File: src/rtl/lnet_pkg.sv
// Shared definitions for the LUT-network layer skid buffer: state encoding
// and default widths.
package lnet_pkg;

    typedef enum logic [1:0] {
        EMPTY = 2'd0,
        ONE   = 2'd1,
        FULL  = 2'd2
    } skid_state_e;

    localparam int DEF_IN_W  = 16;
    localparam int DEF_CNT_W = 16;

endpackage : lnet_pkg

File: src/rtl/lnet_sat_cnt.sv
// Saturating event counter: counts cycles with inc=1 and holds at all-ones.
module lnet_sat_cnt #(
    parameter int CNT_W = 16
) (
    input  logic             clk,
    input  logic             rst,
    input  logic             inc,
    output logic [CNT_W-1:0] cnt
);

    always_ff @(posedge clk) begin
        if (rst) begin
            cnt <= '0;
        end else if (inc && (cnt != {CNT_W{1'b1}})) begin
            cnt <= cnt + 1'b1;
        end
    end

endmodule : lnet_sat_cnt

File: src/rtl/lnet_layer_skid.sv
// Two-entry skid buffer between LUT layers; s_ready is registered so it never
// depends on m_ready. Define LNET_SKID_STATS_EN to add transfer/stall counters.
//
// state | meaning
// EMPTY | nothing held, m_valid=0
// ONE   | main register valid
// FULL  | main and skid registers valid, s_ready=0
module lnet_layer_skid
    import lnet_pkg::*;
#(
    parameter int IN_W  = DEF_IN_W,
    parameter int CNT_W = DEF_CNT_W
) (
    input  logic             clk,
    input  logic             rst,
    input  logic             s_valid,
    output logic             s_ready,
    input  logic [IN_W-1:0]  s_data,
    output logic             m_valid,
    input  logic             m_ready,
    output logic [IN_W-1:0]  m_data
`ifdef LNET_SKID_STATS_EN
    ,
    output logic [CNT_W-1:0] xfer_cnt,
    output logic [CNT_W-1:0] stall_cnt
`endif
);

    if (IN_W < 1 || CNT_W < 1) begin : g_bad_param
        $error("lnet_layer_skid: IN_W and CNT_W must be at least 1");
    end

    skid_state_e     state, state_nx;
    logic [IN_W-1:0] main_q, skid_q, main_nx;
    logic            ready_q;
    logic            load_main, load_skid, main_from_skid;
    logic            in_xfer, out_xfer;

    assign s_ready  = ready_q;
    assign m_valid  = (state != EMPTY);
    assign m_data   = main_q;
    assign in_xfer  = s_valid && ready_q;
    assign out_xfer = m_valid && m_ready;
    assign main_nx  = main_from_skid ? skid_q : s_data;

    always_ff @(posedge clk) begin
        if (rst) begin
            state   <= EMPTY;
            main_q  <= '0;
            skid_q  <= '0;
            ready_q <= 1'b1;
        end else begin
            state   <= state_nx;
            ready_q <= (state_nx != FULL);
            if (load_main) main_q <= main_nx;
            if (load_skid) skid_q <= s_data;
        end
    end

    always_comb begin
        state_nx       = state;
        load_main      = 1'b0;
        load_skid      = 1'b0;
        main_from_skid = 1'b0;
        case (state)
            EMPTY: begin
                if (in_xfer) begin
                    state_nx  = ONE;
                    load_main = 1'b1;
                end
            end
            ONE: begin
                if (in_xfer && !out_xfer) begin
                    state_nx  = FULL;
                    load_skid = 1'b1;
                end else if (!in_xfer && out_xfer) begin
                    state_nx = EMPTY;
                end else if (in_xfer && out_xfer) begin
                    load_main = 1'b1;
                end
            end
            FULL: begin
                // ready_q is low here, so the skid entry is the only source
                if (out_xfer) begin
                    state_nx       = ONE;
                    load_main      = 1'b1;
                    main_from_skid = 1'b1;
                end
            end
            default: state_nx = EMPTY;
        endcase
    end

`ifdef LNET_SKID_STATS_EN
    lnet_sat_cnt #(.CNT_W(CNT_W)) u_xfer_cnt (
        .clk (clk),
        .rst (rst),
        .inc (out_xfer),
        .cnt (xfer_cnt)
    );

    lnet_sat_cnt #(.CNT_W(CNT_W)) u_stall_cnt (
        .clk (clk),
        .rst (rst),
        .inc (m_valid && !m_ready),
        .cnt (stall_cnt)
    );
`endif

endmodule : lnet_layer_skid

File: config.mk
export PLATFORM = sky130hd
export DESIGN_NAME = lnet_layer_skid
export DESIGN_NICKNAME = d
export VERILOG_FILES = /design/src/rtl/lnet_pkg.sv /design/src/rtl/lnet_sat_cnt.sv /design/src/rtl/lnet_layer_skid.sv
export SDC_FILE = /design/constraint.sdc
export NUM_CORES = 1
export LEC_CHECK = 0
export CORE_ASPECT_RATIO = 1.75
export CORE_MARGIN = 10
export CORE_UTILIZATION = 42
export DETAILED_ROUTE_END_ITERATION = 16
export GPL_ROUTABILITY_DRIVEN = 1
export GPL_TIMING_DRIVEN = 0
export PLACE_DENSITY_LB_ADDON = 0.2
export SETUP_SLACK_MARGIN = 0.4
export SLEW_MARGIN = 40
export SYNTH_ARGS = -nofsm -noshare
export SYNTH_HDL_FRONTEND = slang
export SYNTH_SLANG_ARGS = --single-unit
export TNS_END_PERCENT = 100
File: constraint.sdc
create_clock -name clk -period 1.3 [get_ports clk]
set_input_delay 0.26 -clock clk [delete_from_list [all_inputs] [get_ports clk]]
set_output_delay 0.26 -clock clk [all_outputs]
set_load 0.05 [all_outputs]
# After elaboration in Yosys (flattened, before gate mapping)
# Cells that the tools add are included.
# op_classes
reduce_logical	9
n_eq_ne	3
n_mux	15
# ops
op	n
$mux W16	1
$mux W1	8
$mux W2	4
$pmux W2 S3	1
$logic_and A1 B1 Y1	5
$pmux W1 S3	1
$eq A2 B1 Y1 const B	1
$eq A2 B2 Y1 const B	1
$logic_not A1 Y1	2
$logic_not A2 Y1	1
$ne A2 B2 Y1 const B	1
$reduce_bool A2 Y1	1
# word_totals
output_inout_bits	18
ff_bits	35
in_bits	20
wordCells	31

# Depth between registers and ports, before layout
# Gate-level depths: netlist of run 1.
# logic_depth
depth_word	7
depth_mapped	6
ltp_nobuf	4

# Least setup slack after synthesis of run 1
# OpenSTA, ideal clock, no wires.
# synth_path
kind	register to register
from	register ready_q (netlist: s_ready)
to	register main_q[10] (netlist: m_data[10])
arrival_ns	1.586
setup_slack_ns	-0.377
setup_ns	0.091
path_buffers	1
stages_incl_launch_ff	6
required_time_ns	1.209
period_less_slack_ns	1.677
cell_sequence	dfxtp_1 > nand2_1 > nor3_4 > buf_6 > nand2_1 > a311oi_1
# synth_between
elab_chain_cells	6
elab_cells_between_ends	10
cone_classes	5 x mux; 5 x reduce/logical
# synth_lines
element	line	rtl
start, declared	lnet_layer_skid.sv:35	logic ready_q;
start signal, assigned	lnet_layer_skid.sv:54	ready_q <= (state_nx != FULL);
$logic_and A1 B1 Y1 *	lnet_layer_skid.sv:42	assign in_xfer = s_valid && ready_q;
$logic_and A1 B1 Y1 or $logic_not A1 Y1 (tied branches)	lnet_layer_skid.sv:78, lnet_layer_skid.sv:76	
$mux W1 or $logic_and A1 B1 Y1 (tied branches)	lnet_layer_skid.sv:78, lnet_layer_skid.sv:76	
$mux W1	lnet_layer_skid.sv:76	end else if (!in_xfer && out_xfer) begin
$mux W1	lnet_layer_skid.sv:73	if (in_xfer && !out_xfer) begin
$pmux W1 S3 *	lnet_layer_skid.sv:65	case (state)
end signal, assigned	lnet_layer_skid.sv:55	if (load_main) main_q <= main_nx;
end, declared	lnet_layer_skid.sv:34	logic [IN_W-1:0] main_q, skid_q, main_nx;
# Mark *: on every way between the ends. The rest lies on a longest branch, timed or not.
# A chain may end at the register's enable or synchronous reset.

# Worst setup path after layout of run 1
# layout_path
from	register state[1]
to	register main_q[15] (netlist: m_data[15])
# layout_between
elab_chain_cells	7
elab_cells_between_ends	16
cone_classes	2 x eq/ne; 7 x mux; 7 x reduce/logical
# layout_lines
element	line	rtl
start, declared	lnet_layer_skid.sv:33	skid_state_e state, state_nx;
start signal, assigned	lnet_layer_skid.sv:53	state <= state_nx;
$reduce_bool A2 Y1	lnet_layer_skid.sv:40	assign m_valid = (state != EMPTY);
$logic_and A1 B1 Y1	lnet_layer_skid.sv:43	assign out_xfer = m_valid && m_ready;
$logic_and A1 B1 Y1	lnet_layer_skid.sv:78	end else if (in_xfer && out_xfer) begin
$mux W1	lnet_layer_skid.sv:78	
$mux W1	lnet_layer_skid.sv:76	
$mux W1	lnet_layer_skid.sv:73	
$pmux W1 S3	lnet_layer_skid.sv:65	
# Several ways; a longest one is shown, not always the timed one.

==> impl_metrics.tcl, run 1 <==
set metrics [dict create \
    synthTopCellsByArea "dfxtp_1 50%, nand2_1 18%, a311oi_1 9.9%" \
    synthMostInstantiatedCell "nand2_1" \
    port_buffers 36 \
    ys_ff_latch 35 \
    hp-class "input port to flop" \
    syn_nets 197 \
    combinationalPowerShare_pct 27.8 \
    startpoint "state[1]$_SDFF_PP0_" \
    synth_edf_count 0 \
    hpwl_mm 2.94 \
    setup_slack_ps -112 \
    worstSetupPathType "flop to flop" \
    fmax_mhz 708 \
    start_kind "flop" \
    synth_top_cell_by_area "dfxtp_1" \
    die_y_um 96.8 \
    drt_iter0_drc 49 \
    nets 266 \
    netlist_instances 177 \
    num_rows 27 \
    slew_headroom_pct 52.0 \
    seq_area_frac_synth_pct 49.6 \
    synthTopCellsByCount "66 x nand2_1, 35 x dfxtp_1, 19 x nor2_1, 17 x a21oi_1, 16 x a311oi_1" \
    floorplan.initialDensity_pct 44.1 \
    overflow 0 \
    grt_max_degree 11 \
    grt_pass1_wl_mm 8.27 \
    stdcell_count 289 \
    worstSetupEndpointType "flop" \
    worstSkewPairLatency_ps 290 \
    drt_first_pass_iters 5 \
    synth_top_area_share_pct 49.6 \
    gp_congestion 0.801 \
    ant_nets 0 \
    cts_sinks 35 \
    antenna_found_initial 0 \
    cts_tree "done" \
    p_switching_uw 850 \
    fin_crit_ps 1410 \
    core_um2 3210 \
    clkTransAtPathRegs_ps 70 \
    area_delta_synth_final_pct 85.2 \
    status "finished, violations left" \
    place_ws_ps -664 \
    r2r-start "state[1]$_SDFF_PP0_" \
    final_max_slew_viol_count 0 \
    internal_power_uw 1910 \
    cts.path.max_buffers 2 \
    final_cell_area_um2 2620 \
    endpoint "m_data[15]$_SDFFE_PP0P_" \
    violations "negative setup slack" \
    rsz0062_at_grt "yes" \
    worstPathMaxFanout 8 \
    synthDistinctLibCells 21 \
    worst_slew_pin_slew_ps 720 \
    htreeDepth 2 \
    r2r_cells 6 \
    power_frac_clock_pct 29.3 \
    synthFlopType "dfxtp_1" \
    placedInstanceArea_um2 1880 \
    dieArea_um2 6180 \
    p_sw_share_pct 30.8 \
    irDropWorstVdd_v 0.000959 \
    ff2ff_setup_slack_ps -110 \
    yosysWarnings 0 \
    worstPathArrival_ps 1600 \
    dp.cells 256 \
    required_ps 1490 \
    async_reset_ff_share_pct 0 \
    min_period_over_period_pct 109 \
    power_leakage_uw 0.00105 \
    grt_pass1_vias 1724 \
    hold_buffers 0 \
    powerDensity_nw_per_um2 1050 \
    power_frac_seq_pct 42.9 \
    finalSetupViolCount 35 \
    cap_viol_max_count 0 \
    clock-root-buffer "clkbuf_8" \
    totalWireLength_mm 5.38 \
    wl_per_cell_um 18.6 \
    drive_gt1_share_pct 59.3 \
    io-pin-count 38 \
    numCtsBuffers 5 \
    grt_usage_pct 16.4 \
    viasPerCell 5.48 \
    die_x_um 63.9 \
    n_antenna_cell 0 \
    dr_total_vias 1583 \
    hold_violations 0 \
    skew_ps 11.0 \
    reg2reg_to "m_data[15]$_SDFFE_PP0P_" \
    syn-cell-area_um2 1410 \
    utilization_pct 81.6 \
    syn_area_per_cell_um2 7.99 \
    drc 0 \
]
-- worst min path at each step --
stage	to	start	cells past startpoint
5_1_grt	m_data[3]$_SDFFE_PP0P_	rst	2
2_1_floorplan	skid_q[0]$_SDFFE_PP0P_	s_data[0]	2
6_report	m_data[3]$_SDFFE_PP0P_	rst	2
3_3_place_gp	skid_q[0]$_SDFFE_PP0P_	skid_q[0]$_SDFFE_PP0P_	2
4_1_cts	m_data[3]$_SDFFE_PP0P_	rst	2
3_5_place_dp	skid_q[1]$_SDFFE_PP0P_	skid_q[1]$_SDFFE_PP0P_	2
-- flip-flops by register name, summed over array words and instances, names as in the netlist --
| signal | cells |
|---|---|
| m_data | 16 |
| skid_q | 16 |
| state | 2 |
| s_ready | 1 |
-- kinds of logic after synthesis --
kind of cell	share of synthesized area (%)
AO/OA/AOI/OAI	16.5
buffers and inverters	4.42
flip-flops	49.6
multiplexers	0.708
AND/OR/NAND/NOR	28.8
-- metal layers --
layer / part of all wire (%) / wire length (um) / track usage (%) / vias up
met5: 0 / 0 / 0 / -
met4: 3.3 / 180 / 7.56 / 0
met3: 5.8 / 311 / 4.61 / 18
met2: 56 / 3010 / 30.5 / 74
met1: 35 / 1880 / 15.6 / 756
li1: - / - / - / 735
-- what timing repair did --
item | CTS | global route
setup buffers | 17 | 5
gates cloned | 3 | 1
pin swaps | 22 | 27
resized for setup | 215 | 44
endpoints found under the setup margin | 53 | 53
hold endpoints to repair | 0 | 0
-- per-stage QoR --
step	setup TNS (ps)	total power, uW	hold slack (ps)
2_1_floorplan	-175	1500	396
3_3_place_gp	-19110	1680	444
3_5_place_dp	-20870	1690	456
4_1_cts	-753	2650	367
5_1_grt	-3590	2850	402
6_report	-1830	2760	379
-- power by group through the flow --
| stage | combinational, uW | clock [uW] | sequential [uW] |
|---|---|---|---|
| after floorplan | 184 | 0 | 1310 |
| after global placement | 501 | 0 | 1180 |
| after detailed placement | 508 | 0 | 1180 |
| after CTS | 677 | 796 | 1180 |
| after global routing | 803 | 854 | 1190 |
| final | 767 | 808 | 1190 |
-- area by class of cell --
cell class | instances | area, um^2
Clock buffer | 6 | 82.6
Timing Repair Buffer | 62 | 702
Buffer | 12 | 98.8
Clock inverter | 1 | 5.00
Sequential cell | 35 | 734
Tap cell | 43 | 53.8
Multi-Input combinational cell | 130 | 942
Fill cell | 188 | 591
-- worst max-delay path, cell delays in order, from the launching register on --
cell and delay, ps:
dfxtp_2 320, buf_6 120, and3b_2 250, nand2_4 120, clkbuf_16 170, nand2_4 40
a311oi_2 280
-- placed cells by master, fill, tap and decap left out, types with 2 or more instances in the layout --
master | synthesis | layout
nand2_4 | 0 | 11
a311oi_2 | 0 | 7
clkdlybuf4s50_1 | 0 | 16
clkbuf_8 | 0 | 6
nor2_1 | 19 | 18
buf_6 | 1 | 14
clkbuf_1 | 6 | 3
dfxtp_4 | 0 | 4
a311oi_1 | 16 | 9
nand2_1 | 66 | 27
a21oi_1 | 17 | 3
nor3_4 | 2 | 2
buf_4 | 2 | 15
dfxtp_1 | 35 | 16
buf_8 | 0 | 20
dlygate4sd2_1 | 0 | 2
dfxtp_2 | 0 | 15
a21oi_2 | 0 | 13
nand2_2 | 1 | 28
Note: power is estimated with default switching activity, not from simulation.
==> run 2: changes to the inputs <==
- TNS_END_PERCENT: 100 -> default
==> results of run 2 <==
No change in the layout: final DEF, timing and power equal those of run 1.
==> run 3: changes to the inputs <==
- CTS_CLUSTER_SIZE: default -> 12
==> results of run 3 <==
No change in the layout: final DEF, timing and power equal those of run 1.
